--- config.mk ---
export PLATFORM = sky130hd
export DESIGN_NAME = instr_sequencer
export DESIGN_NICKNAME = d
export VERILOG_FILES = /design/src/rtl/instr_sequencer.sv
export SDC_FILE = /design/constraint.sdc
export NUM_CORES = 1
export LEC_CHECK = 0
export CORE_AREA = 4 4 82 84
export DETAILED_ROUTE_END_ITERATION = 7
export DIE_AREA = 0 0 86 88
export PLACE_DENSITY = 0.83
export SETUP_SLACK_MARGIN = 0.3
export SLEW_MARGIN = 5
export SYNTH_ARGS = -nofsm -noshare
export SYNTH_HDL_FRONTEND = slang
export SYNTH_SLANG_ARGS = --single-unit
--- constraint.sdc ---
create_clock -name clk -period 1.7 [get_ports clk]
set_clock_uncertainty 0.2 [all_clocks]
set_input_delay 0.425 -clock clk [delete_from_list [all_inputs] [get_ports clk]]
set_output_delay 0.425 -clock clk [all_outputs]
set_load 0.01 [all_outputs]
--- src/rtl/instr_sequencer.sv ---
// Instruction-level sequencer for the 4-bit CPU: latches OPR/OPA nibbles, tracks
// one/two-word instructions and issues PC-load, stack push/pop and execute strobes.
module instr_sequencer #(
    parameter int unsigned ADDR_W = 12,
    parameter int unsigned CYC_M1 = 3,
    parameter int unsigned CYC_M2 = 4,
    parameter int unsigned CYC_X2 = 6,
    parameter int unsigned CYC_X3 = 7
) (
    input  logic              clk,
    input  logic              rst,
    input  logic [2:0]        cycle,
    input  logic [3:0]        romNibble,
    input  logic [ADDR_W-1:0] pcAddr,
    input  logic              ccTrue,
    input  logic              iszZero,
    input  logic [7:0]        regPair,
    input  logic [ADDR_W-1:0] stackTop,
    output logic [3:0]        opr,
    output logic [3:0]        opa,
    output logic [3:0]        opr2,
    output logic [3:0]        opa2,
    output logic              secondWord,
    output logic              execStrobe,
    output logic              pcLoad,
    output logic [ADDR_W-1:0] pcNew,
    output logic              stackPush,
    output logic [ADDR_W-1:0] pushAddr,
    output logic              stackPop
);

    localparam int unsigned PAGE_LO = 8;
    localparam logic [2:0]  CYC_A1  = 3'd0;
    localparam logic [2:0]  CYC_X1  = 3'd5;

    localparam logic [0:0] WORD1 = 1'b0;
    localparam logic [0:0] WORD2 = 1'b1;

    localparam logic [3:0] OP_JCN = 4'h1;
    localparam logic [3:0] OP_FIM = 4'h2;
    localparam logic [3:0] OP_JIN = 4'h3;
    localparam logic [3:0] OP_JUN = 4'h4;
    localparam logic [3:0] OP_JMS = 4'h5;
    localparam logic [3:0] OP_ISZ = 4'h7;
    localparam logic [3:0] OP_BBL = 4'hC;

    logic [0:0]        state;
    logic [0:0]        nextState;
    logic              wordValid;
    logic              ccFlag;
    logic              iszFlag;
    logic              twoWord;
    logic              isM1;
    logic              isM2;
    logic              isX1;
    logic              isX2;
    logic              isX3;
    logic [ADDR_W-1:0] nextAddr;
    logic [ADDR_W-1:0] longTarget;
    logic [ADDR_W-1:0] pageTarget;
    logic [ADDR_W-1:0] jinTarget;
    logic              execNext;
    logic              loadNext;
    logic              pushNext;
    logic              popNext;
    logic [ADDR_W-1:0] pcNewNext;
    logic [ADDR_W-1:0] pushAddrNext;

    assign isM1 = (cycle == 3'(CYC_M1));
    assign isM2 = (cycle == 3'(CYC_M2));
    assign isX1 = (cycle == CYC_X1);
    assign isX2 = (cycle == 3'(CYC_X2));
    assign isX3 = (cycle == 3'(CYC_X3));

    // Jump targets: short jumps stay on the page of the word after the instruction
    assign nextAddr   = pcAddr + ADDR_W'(1);
    assign longTarget = ADDR_W'({opa, opr2, opa2});
    assign pageTarget = {nextAddr[ADDR_W-1:PAGE_LO], opr2, opa2};
    assign jinTarget  = {nextAddr[ADDR_W-1:PAGE_LO], regPair};

    always_comb begin
        twoWord = 1'b0;
        case (opr)
            OP_JCN, OP_JUN, OP_JMS, OP_ISZ: twoWord = 1'b1;
            OP_FIM:                         twoWord = ~opa[0];
            default:                        twoWord = 1'b0;
        endcase
    end

    // State register; wordValid blocks pulses until a fresh word starts after reset
    always_ff @(posedge clk) begin
        if (rst) begin
            state     <= WORD1;
            wordValid <= 1'b0;
        end else begin
            state     <= nextState;
            wordValid <= wordValid | (cycle == CYC_A1);
        end
    end

    always_comb begin
        nextState    = state;
        execNext     = 1'b0;
        loadNext     = 1'b0;
        pushNext     = 1'b0;
        popNext      = 1'b0;
        pcNewNext    = pcNew;
        pushAddrNext = pushAddr;
        if (wordValid) begin
            case (state)
                WORD1: begin
                    if (isX1 && !twoWord) begin
                        execNext = 1'b1;
                    end
                    if (isX3) begin
                        if (twoWord) begin
                            nextState = WORD2;
                        end else if (opr == OP_JIN && opa[0]) begin
                            loadNext  = 1'b1;
                            pcNewNext = jinTarget;
                        end else if (opr == OP_BBL) begin
                            loadNext  = 1'b1;
                            popNext   = 1'b1;
                            pcNewNext = stackTop;
                        end
                    end
                end
                WORD2: begin
                    if (isX1) begin
                        execNext = 1'b1;
                    end
                    if (isX3) begin
                        nextState = WORD1;
                        case (opr)
                            OP_JUN: begin
                                loadNext  = 1'b1;
                                pcNewNext = longTarget;
                            end
                            OP_JMS: begin
                                loadNext     = 1'b1;
                                pushNext     = 1'b1;
                                pcNewNext    = longTarget;
                                pushAddrNext = nextAddr;
                            end
                            OP_JCN: begin
                                loadNext  = ccFlag;
                                pcNewNext = ccFlag ? pageTarget : pcNew;
                            end
                            OP_ISZ: begin
                                loadNext  = ~iszFlag;
                                pcNewNext = iszFlag ? pcNew : pageTarget;
                            end
                            default: begin
                                loadNext = 1'b0;
                            end
                        endcase
                    end
                end
                default: nextState = WORD1;
            endcase
        end
    end

    // Nibble latches, condition flags and registered strobes
    always_ff @(posedge clk) begin
        if (rst) begin
            opr        <= 4'h0;
            opa        <= 4'h0;
            opr2       <= 4'h0;
            opa2       <= 4'h0;
            ccFlag     <= 1'b0;
            iszFlag    <= 1'b0;
            secondWord <= 1'b0;
            execStrobe <= 1'b0;
            pcLoad     <= 1'b0;
            stackPush  <= 1'b0;
            stackPop   <= 1'b0;
            pcNew      <= '0;
            pushAddr   <= '0;
        end else begin
            if (isM1) begin
                if (state == WORD1) begin
                    opr <= romNibble;
                end else begin
                    opr2 <= romNibble;
                end
            end
            if (isM2) begin
                if (state == WORD1) begin
                    opa <= romNibble;
                end else begin
                    opa2 <= romNibble;
                end
            end
            if (isX2) begin
                ccFlag  <= ccTrue;
                iszFlag <= iszZero;
            end
            secondWord <= (nextState == WORD2);
            execStrobe <= execNext;
            pcLoad     <= loadNext;
            stackPush  <= pushNext;
            stackPop   <= popNext;
            pcNew      <= pcNewNext;
            pushAddr   <= pushAddrNext;
        end
    end

endmodule

==> results of run 1 <==
-- worst max-delay path by stage --
stage,to,cells past startpoint,from
6_report,pcNew[8],8,opr[1]
5_1_grt,pcNew[7],8,opr[1]
4_1_cts,pcNew[9],6,opr[1]
3_5_place_dp,pcNew[10],9,pcAddr[0]
3_3_place_gp,pcNew[11],7,pcAddr[0]
2_1_floorplan,pcNew[10],7,opr[1]
-- worst max-delay path: cells and delay by family (launching register included) --
family / cells / cell delay, ns
buffers and inverters: 3 / 0.42
flip-flops: 1 / 0.37
AO/OA/AOI/OAI: 2 / 0.49
AND/OR/NAND/NOR: 3 / 0.42
-- repair_timing --
item                       CTS  global route
setup endpoints to repair   92            83
buffers inserted            29            18
gates cloned                 3             0
gates resized for setup    304            53
pin swaps                   23            24
-- where the power goes --
part	switching (mW)	leakage, nW	internal, mW
combinational	0.155	1.55	0.197
sequential	0.0111	0.410	1.13
clock	0.434	0.0583	0.444
-- cells in the final DEF (no fill, tap or decap), drive strengths merged, types with 2 or more instances in the layout --
cell type / Yosys / routed
buf: 9 / 141
nor2: 52 / 52
dfxtp: 48 / 48
mux2i: 37 / 37
clkdlybuf4s50: 0 / 27
o21ai: 15 / 15
nand2: 14 / 14
a211oi: 10 / 10
nor2b: 9 / 9
nor3: 9 / 9
a21oi: 9 / 9
dlygate4sd2: 0 / 7
xnor2: 7 / 7
clkbuf: 9 / 7
nand3: 6 / 6
inv: 5 / 5
nand2b: 4 / 4
xor2: 3 / 3
clkdlybuf4s15: 0 / 3
nand4: 3 / 3
and3: 3 / 3
nor4b: 2 / 2
o211ai: 2 / 2
a311oi: 2 / 2
clkinv: 0 / 2
nor4: 2 / 2
-- logic make-up after synthesis --
logic type | Yosys count | synth area share (%)
AOI/OAI and AO/OA | 39 | 10.9
xor gates and xnor gates | 10 | 3.74
adders and majority gates | 1 | 0.534
buffers and inverters | 23 | 4.48
DFF | 48 | 41.0
muxes | 37 | 15.8
and+or+nand+nor | 109 | 23.5
-- cells in the mapped netlist --
| cell | n | share of area [%] |
|---|---|---|
| nor2_1 | 52 | 8.3 |
| dfxtp_1 | 48 | 41 |
| mux2i_1 | 37 | 16 |
| o21ai_0 | 15 | 3.2 |
| nand2_1 | 14 | 2.2 |
| a211oi_1 | 10 | 3.2 |
| clkbuf_1 | 9 | 1.4 |
| nor2b_1 | 9 | 2.4 |
| a21oi_1 | 8 | 1.7 |
| nor3_1 | 8 | 1.7 |
| xnor2_1 | 7 | 2.6 |
| buf_2 | 6 | 1.3 |
| nand3_1 | 6 | 1.3 |
| inv_1 | 4 | 0.64 |
| and3_1 | 3 | 0.80 |
| nand2b_1 | 3 | 0.80 |
| xor2_1 | 3 | 1.1 |
| a311oi_2 | 2 | 1.3 |
| nand4_1 | 2 | 0.53 |
| nor4b_2 | 2 | 1.3 |
| o211ai_1 | 2 | 0.64 |
| a21oi_2 | 1 | 0.37 |
| and4b_1 | 1 | 0.43 |
| buf_1 | 1 | 0.16 |
| buf_4 | 1 | 0.32 |
| buf_6 | 1 | 0.48 |
| ha_1 | 1 | 0.53 |
| inv_2 | 1 | 0.16 |
| nand2b_4 | 1 | 0.59 |
| nand3b_1 | 1 | 0.32 |
| nand4_2 | 1 | 0.53 |
| nor3_2 | 1 | 0.43 |
| nor4_1 | 1 | 0.27 |
| nor4_2 | 1 | 0.53 |
| o21bai_2 | 1 | 0.48 |
| or3_1 | 1 | 0.27 |
| or3b_1 | 1 | 0.37 |
| or4b_2 | 1 | 0.43 |
-- layer usage --
metal | wire length [µm] | vias up | GRT usage, %
li1 | - | 1261 | -
met1 | 3480 | 1307 | 24.8
met2 | 4910 | 113 | 39.4
met3 | 525 | 23 | 4.05
met4 | 277 | 0 | 9.35
met5 | 0 | - | 0
-- sequential cells by signal, summed over array words and instances (netlist names) --
name	cells
pcNew	12
pushAddr	12
opa2	4
opa	4
opr2	4
opr	4
ccFlag	1
execStrobe	1
iszFlag	1
pcLoad	1
secondWord	1
stackPop	1
stackPush	1
wordValid	1
-- per-stage QoR --
stage,util [%],cells
3_5_place_dp,61.2,454
4_1_cts,70.6,494
5_1_grt,75.9,512
3_3_place_gp,61.2,454
6_report,75.9,512
2_1_floorplan,-,267
-- layout make-up --
type	instances	area, µm²
Clock buffer	5	68.8
Tap cell	75	93.8
Sequential cell	48	1030
Fill cell	365	1430
Timing Repair Buffer	180	1730
Multi-Input combinational cell	196	1510
Clock inverter	3	47.5
Inverter	5	21.3
==> flow_summary.json, run 1 <==
{
  "syn_inst": 267,
  "r2r-end": "pcNew[8]",
  "cts_inserted_buffers": 5,
  "num_io_pins": 88,
  "numClockSinks": 48,
  "area_delta_synth_final_pct": 91.8,
  "finalPower_mw": 2.37,
  "holdPathEnd": "execStrobe",
  "worstSetupEndpointType": "register",
  "fin_area_mm2": 0.00449,
  "crit_chain": "nand2b_4, buf_4, buf_6, a211oi_4, o21bai_4, buf_4, nor3_2, nor3_1",
  "post-place-ws_ns": -0.721,
  "die_area_mm2": 0.00757,
  "max_freq_mhz": 491,
  "clockRootBuffer": "clkbuf_8",
  "hold_viol_final": 0,
  "syn_area_mm2": 0.00234,
  "crit_top_cell": "buf_4",
  "viasPerCell": 5.28,
  "fin_hold_ws_ns": 0.201,
  "die_y_um": 88,
  "io_buffers": 87,
  "start_util_pct": 39.6,
  "gr-total-overflow": 0,
  "antenna_cells": 0,
  "setup_violations": 28,
  "postCtsHoldBufs": 0,
  "ys_types": 38,
  "fin_crit_sh_pct": 120,
  "ant_nets": 0,
  "syn_avg_cell_area_um2": 8.78,
  "tns_ns": -5.42,
  "irDropWorstVdd_mv": 0.402,
  "clk_latency_ns": 0.32,
  "syn_nets": 311,
  "crit_type": "register to register",
  "htree_levels": 2,
  "setup_ws_ns": -0.338,
  "nets": 480,
  "rows": 28,
  "first_iter_violations": 169,
  "antenna_found_initial": 0,
  "leakagePower_nw": 2.02,
  "grt_max_degree": 31,
  "worstPathRequired_ns": 1.70,
  "arrival_ns": 2.04,
  "finalCriticalPeriod_ns": 2.04,
  "placed_area_mm2": 0.00363,
  "grtUsageTotal_pct": 21.7,
  "rsz0062_at_grt": "true",
  "core_area_mm2": 0.00592,
  "max-slew-margin-rel_pct": 76.3,
  "setup.worst_path.start_class": "register",
  "synth_warnings": 0,
  "clk_path_buf_depth": 2,
  "crit_path_max_fanout": 7,
  "holdPathStages": 3,
  "yosysSeqAreaShare_pct": 41.0,
  "dr.pass1.iters": 4,
  "max-cap-violations": 0,
  "synth_seq_cells": 48,
  "rrSetupSlack_ns": -0.34,
  "crit_slowest_cell": "dfxtp_4",
  "clk_pin_slew_ns": 0.10,
  "status": "finished, violations left",
  "dp_hpwl_um": 5090,
  "route.final.wire_length_um": 9190,
  "drv_slew": 0,
  "drt-wirelength-per-cell_um": 17.9,
  "hold_start": "rst",
  "ff2ff_path_depth": 8,
  "failed_checks": "negative setup slack",
  "vias": 2704,
  "drc": 0,
  "worstMarginPinSlew_ns": 0.354,
  "fp.dieW_um": 86,
  "grt_pass1_vias": 2648,
  "gp_congestion": 0.802,
  "layout-drive-gt1-share_pct": 56.3,
  "cts_tree": "yes",
  "hold_path_class": "input port to register",
  "grt_pass1_wl_um": 13000,
  "power.density_mw_per_mm2": 527,
  "r2r_start": "opr[1]",
  "slowest_delay_ns": 0.37
}
No activity file was read; power rests on OpenSTA's default activity.
==> inputs of run 2 (changes only) <==
--- a/config.mk
+++ b/config.mk
@@ -5,10 +5,10 @@
 export SDC_FILE = /design/constraint.sdc
 export NUM_CORES = 1
 export LEC_CHECK = 0
-export CORE_AREA = 4 4 82 84
+export CORE_AREA = 4 4 78 80
 export DETAILED_ROUTE_END_ITERATION = 7
-export DIE_AREA = 0 0 86 88
-export PLACE_DENSITY = 0.83
+export DIE_AREA = 0 0 82 84
+export PLACE_DENSITY = 0.87
 export SETUP_SLACK_MARGIN = 0.3
 export SLEW_MARGIN = 5
 export SYNTH_ARGS = -nofsm -noshare
==> constraint.sdc (replaced) <==
create_clock -name clk -period 1.9 [get_ports clk]
set_clock_uncertainty 0.2 [all_clocks]
set_input_delay 0.475 -clock clk [delete_from_list [all_inputs] [get_ports clk]]
set_output_delay 0.475 -clock clk [all_outputs]
set_load 0.01 [all_outputs]
==> run 2 against run 1 <==
The flow still finishes with violations (negative setup slack). Core utilization down 0.58 points. Final area down 9.4%. Final cell count fell by 7.4%. Register-to-register slack improved by 0.27 ns.
==> flow_summary.json, run 2 (synthesis gave the netlist of run 1 again) <==
{
  "numClockSinks": 48,
  "hold_viol_final": 0,
  "nets": 444,
  "max-slew-margin-rel_pct": 78.1,
  "power.density_mw_per_mm2": 518,
  "core_area_mm2": 0.00541,
  "die_y_um": 84,
  "route.final.wire_length_um": 8870,
  "drv_slew": 0,
  "crit_path_max_fanout": 8,
  "holdPathStages": 3,
  "layout-drive-gt1-share_pct": 42.6,
  "grt_pass1_vias": 2711,
  "final_cell_mix": "48 x nor2_1, 36 x buf_4, 35 x mux2i_1, 30 x dfxtp_1, 27 x clkdlybuf4s50_1",
  "grt_max_degree": 31,
  "combPwrFrac_pct": 14.6,
  "final_common_cell": "nor2_1",
  "grtUsageTotal_pct": 25.1,
  "dp.cells": 443,
  "p_seq_share_pct": 48.4,
  "ff2ff_path_depth": 7,
  "leakagePower_nw": 1.76,
  "rows": 27,
  "slowest_delay_ns": 0.39,
  "clk_latency_ns": 0.30,
  "worstMarginPinSlew_ns": 0.329,
  "fp.dieW_um": 82,
  "num_io_pins": 88,
  "first_iter_violations": 94,
  "setup_violations": 10,
  "worstPathRequired_ns": 1.89,
  "wirelength_met1_um": 3160,
  "power.switching_mw": 0.532,
  "clk_pin_slew_ns": 0.10,
  "fin_crit_sh_pct": 104,
  "p_sw_share_pct": 25.2,
  "rsz0062_at_grt": "true",
  "max_freq_mhz": 508,
  "finalCriticalPeriod_ns": 1.97,
  "arrival_ns": 1.96,
  "crit_slowest_cell": "or3b_4",
  "irDropWorstVdd_mv": 0.426,
  "clock_power_share_pct": 37.0,
  "num-fill-cells": 351,
  "ant_nets": 0,
  "top_layer": "met4",
  "area_delta_synth_final_pct": 73.7,
  "failed_checks": "negative setup slack",
  "grt_pass1_wl_um": 13400,
  "crit_type": "register to register",
  "dr_wl_met3_um": 610,
  "internal_power_mw": 1.58,
  "cts_inserted_buffers": 5,
  "crit_chain": "nand2b_4, or3b_4, a21oi_4, o21bai_4, buf_12, mux2i_1, nor2_1",
  "worstSetupEndpointType": "register",
  "viasPerCell": 5.46,
  "dp_hpwl_um": 5250,
  "drt-wirelength-per-cell_um": 18.7,
  "clk_path_buf_depth": 2,
  "io_buffers": 87,
  "hold_path_class": "input port to register",
  "htree_levels": 2,
  "setup_ws_ns": -0.0676,
  "gp_congestion": 0.867,
  "layout.cells.non_filler": 474,
  "max-cap-violations": 0,
  "gr-total-overflow": 0,
  "clockRootBuffer": "clkbuf_8",
  "die_area_mm2": 0.00689,
  "antenna_found_initial": 1,
  "wl_met2_um": 4640,
  "status": "finished, violations left",
  "dr.pass1.iters": 4,
  "final_util_pct": 75.3,
  "start_util_pct": 43.4,
  "setup.worst_path.start_class": "register",
  "drc": 0,
  "vias": 2588,
  "top_regs": "pcNew x12, pushAddr x12",
  "cts_tree": "yes"
}
## run 2: cell types whose count changed in the layout (fill, tap and decap cells not counted), moves of 12 or more
cell,before,now
dfxtp_2,37,14
buf_4,66,36
buf_6,60,16
clkbuf_2,2,22
dfxtp_1,6,30
clkdlybuf4s15_2,0,12
## run 2: what timing repair did
action | CTS | global route
pin swaps | 16 | 15
buffers inserted | 11 | 7
setup endpoints to repair | 89 | 81
gates cloned | 3 | 1
resized for setup | 157 | 83
hold buffers | 0 | 0
## run 2: layout make-up
type	count	area (µm²)	area share [%]
diodes	1	2.50	0.0615
clock buffers	5	68.8	1.69
clock inverters	3	46.3	1.14
inverters	5	21.3	0.522
multi-input cells	196	1490	36.6
flip-flops and latches	48	993	24.4
well taps	72	90.1	2.21
repair buffers	144	1360	33.3
## run 2: through the flow
stage	power, mW	worst slack, ns	instance area [µm²]	TNS, ns	hold slack, ns
2_1_floorplan	1.14	0.102	2430	0	0.255
3_3_place_gp	1.30	-0.567	3550	-12.12	0.273
3_5_place_dp	1.31	-0.682	3550	-14.91	0.279
4_1_cts	2.07	0.0132	3950	0	0.259
5_1_grt	2.18	-0.135	4070	-1.19	0.277
6_report	2.11	-0.0676	4070	-0.327	0.274
## run 2: worst max-delay path, delay by kind of cell, from the launching register on
| family | cells | cell delay, ns |
|---|---|---|
| muxes | 1 | 0.17 |
| DFF | 1 | 0.36 |
| and+or+nand+nor | 3 | 0.60 |
| buffers and inverters | 1 | 0.17 |
| AOI/OAI and AO/OA | 2 | 0.34 |
## run 2: path summary, 6_finish.rpt
check             startpoint          to  slack, ns
setup reg to reg      opr[1]    pcNew[4]      -0.07
setup / recovery      opr[1]    pcNew[4]      -0.07
hold / removal           rst  execStrobe       0.27
hold reg to reg       ccFlag      ccFlag       0.29
## run 2: power by group through the flow
| stage | Sequential (mW) | Combinational [mW] | Clock, mW |
|---|---|---|---|
| 4_1_cts | 1.02 | 0.279 | 0.767 |
| 2_1_floorplan | 1.05 | 0.0942 | 0 |
| 3_5_place_dp | 1.05 | 0.268 | 0 |
| 5_1_grt | 1.02 | 0.326 | 0.829 |
| 6_report | 1.02 | 0.307 | 0.781 |
| 3_3_place_gp | 1.05 | 0.259 | 0 |
## run 2: metal layers
layer	global-route usage [%]	up-vias
li1	-	1189
met1	28.0	1227
met2	43.9	127
met3	4.97	45
met4	12.8	0
met5	0	-
==> inputs of run 3 (changes only) <==
--- a/config.mk
+++ b/config.mk
@@ -6,10 +6,10 @@
 export NUM_CORES = 1
 export LEC_CHECK = 0
 export CORE_AREA = 4 4 78 80
+export CTS_CLUSTER_DIAMETER = 60
 export DETAILED_ROUTE_END_ITERATION = 7
 export DIE_AREA = 0 0 82 84
 export PLACE_DENSITY = 0.87
-export SETUP_SLACK_MARGIN = 0.3
 export SLEW_MARGIN = 5
 export SYNTH_ARGS = -nofsm -noshare
 export SYNTH_HDL_FRONTEND = slang
==> run 3 against run 2 <==
The run still ends with negative setup slack left. First-iteration DRC count is 16% lower. Non-clock buffer count down 4. Sequential cell count unchanged. Fmax is 0.13% higher. Core utilization shrank 2.2 points. Worst hold slack worse by 0.044 ns. Setup slack improved by 0.0025 ns. Largest cell class unchanged. Total power is 4.2% higher. Sequential power about the same. Critical endpoint is now pcNew[9]. Critical path type is now input port to register. Routed wire length down 14%.
==> flow_summary.json, run 3 (synthesis gave the netlist of run 1 again) <==
{
  "num_io_pins": 88,
  "start_util_pct": 43.4,
  "setup_ws_ns": -0.0651,
  "setup_violations": 4,
  "crit_type": "input port to register",
  "hold_path_class": "input port to register",
  "grt_pass1_vias": 2569,
  "drt-wirelength-per-cell_um": 16.3,
  "layout-drive-gt1-share_pct": 24.2,
  "route.final.wire_length_um": 7640,
  "core_area_mm2": 0.00541,
  "max-cap-violations": 0,
  "final_util_pct": 73.2,
  "rows": 27,
  "final_common_cell": "nor2_1",
  "grtUsageTotal_pct": 22.5,
  "power.density_mw_per_mm2": 556,
  "cts_inserted_buffers": 5,
  "hold_viol_final": 0,
  "dp_hpwl_um": 5090,
  "top_regs": "pcNew x12, pushAddr x12",
  "irDropWorstVdd_mv": 0.440,
  "drc": 0,
  "worstSetupEndpointType": "register",
  "crit_path_max_fanout": 3,
  "cts_tree": "yes",
  "ant_nets": 0,
  "status": "finished, violations left",
  "fin_crit_sh_pct": 103,
  "die_area_mm2": 0.00689,
  "clk_latency_ns": 0.31,
  "viasPerCell": 5.26,
  "dr.pass1.iters": 4,
  "path_buf_inv": 2,
  "io_buffers": 87,
  "max_freq_mhz": 509,
  "rsz0062_at_grt": "true",
  "fp.dieW_um": 82,
  "leakagePower_nw": 2.07,
  "max-slew-margin-rel_pct": 67.1,
  "die_y_um": 84,
  "dp.cells": 448,
  "worstPathRequired_ns": 1.93,
  "clk_path_buf_depth": 2,
  "gr-total-overflow": 0,
  "grt_pass1_wl_um": 12100,
  "post-place-ws_ns": -0.591,
  "failed_checks": "negative setup slack",
  "crit_chain": "dlygate4sd2_1, buf_4, nand2_1, nor3_2, xor2_1, nand2b_1, o211ai_1, a311oi_2",
  "worstMarginPinSlew_ns": 0.494,
  "rrSetupSlack_ns": -0.06,
  "cp_top_family": "simple AND/OR/NAND/NOR gates",
  "placed_area_mm2": 0.00353,
  "finalCriticalPeriod_ns": 1.97,
  "slowest_delay_ns": 0.30,
  "area_delta_synth_final_pct": 68.8,
  "numClockSinks": 48,
  "antenna_found_initial": 0,
  "layout.cells.non_filler": 469,
  "tns_ns": -0.138,
  "grt_max_degree": 48,
  "htree_levels": 2,
  "clk_pin_slew_ns": 0.09,
  "vias": 2469,
  "first_iter_violations": 79,
  "arrival_ns": 1.99,
  "fin_area_mm2": 0.00396,
  "gp_congestion": 0.883,
  "final_cell_mix": "52 x nor2_1, 43 x dfxtp_1, 42 x buf_4, 36 x mux2i_1, 35 x clkdlybuf4s50_1",
  "setup.worst_path.start_class": "input port",
  "nets": 440,
  "clockRootBuffer": "clkbuf_8",
  "crit_slowest_cell": "xor2_1",
  "drv_slew": 0,
  "antenna_cells": 0
}
## run 3: cell count changes in the layout (fill, tap and decap cells not counted), sizes merged
| cell | delta |
|---|---|
| buf | -11 |
| clkbuf | -20 |
| bufbuf | -1 |
| bufinv | +1 |
| dlymetal6s2s | +21 |
| diode | -1 |
| clkdlybuf4s50 | +8 |
| dlygate4sd2 | +17 |
| clkinvlp | -1 |
| clkdlybuf4s15 | -18 |
## run 3: worst min-delay path: cells and delay by family
kind	cells	cell delay [ns]
compound gates	1	0.03
buf+inv	1	0.09
simple gates	1	0.11
## run 3: path summary, 6_finish.rpt
kind	start	to	cells past startpoint
setup / recovery	pcAddr[7]	pcNew[9]	8
setup reg to reg	opr[1]	pcNew[8]	8
hold / removal	rst	execStrobe	3
hold reg to reg	pushAddr[7]	pushAddr[7]	2
## run 3: what timing repair did
action                     CTS  global route
pin swaps                   20            12
gates cloned                 2             0
resized for setup           55            42
hold buffers                 0             0
buffers inserted            10             2
setup endpoints to repair   41            35
## run 3: cell type report
class / instances / area [µm²]
repair buffers: 140 / 1350
multi-input cells: 196 / 1380
clock buffers: 5 / 68.8
inverters: 5 / 21.3
well taps: 72 / 90.1
clock inverters: 3 / 68.8
flip-flops and latches: 48 / 975
fillers: 379 / 1450
## run 3: layer usage
layer	global-route usage (%)	share of wire (%)	wire length, µm	up-vias
met5	0	0	0	-
met4	7.10	2.4	184	0
met3	4.75	7.0	537	20
met2	39.5	49	3760	100
met1	26.6	41	3160	1171
li1	-	-	-	1178
## run 3: per-stage QoR
stage	power (mW)	hold slack (ns)
CTS	2.18	0.223
finish	2.20	0.230
global placement	1.30	0.271
global route	2.26	0.246
detailed placement	1.31	0.287
floorplan	1.13	0.250
## run 3: power by group
part,switching [mW],internal [mW],leakage [nW]
clock,0.379,0.530,0.0687
combinational,0.118,0.150,1.61
sequential,0.00937,1.01,0.391
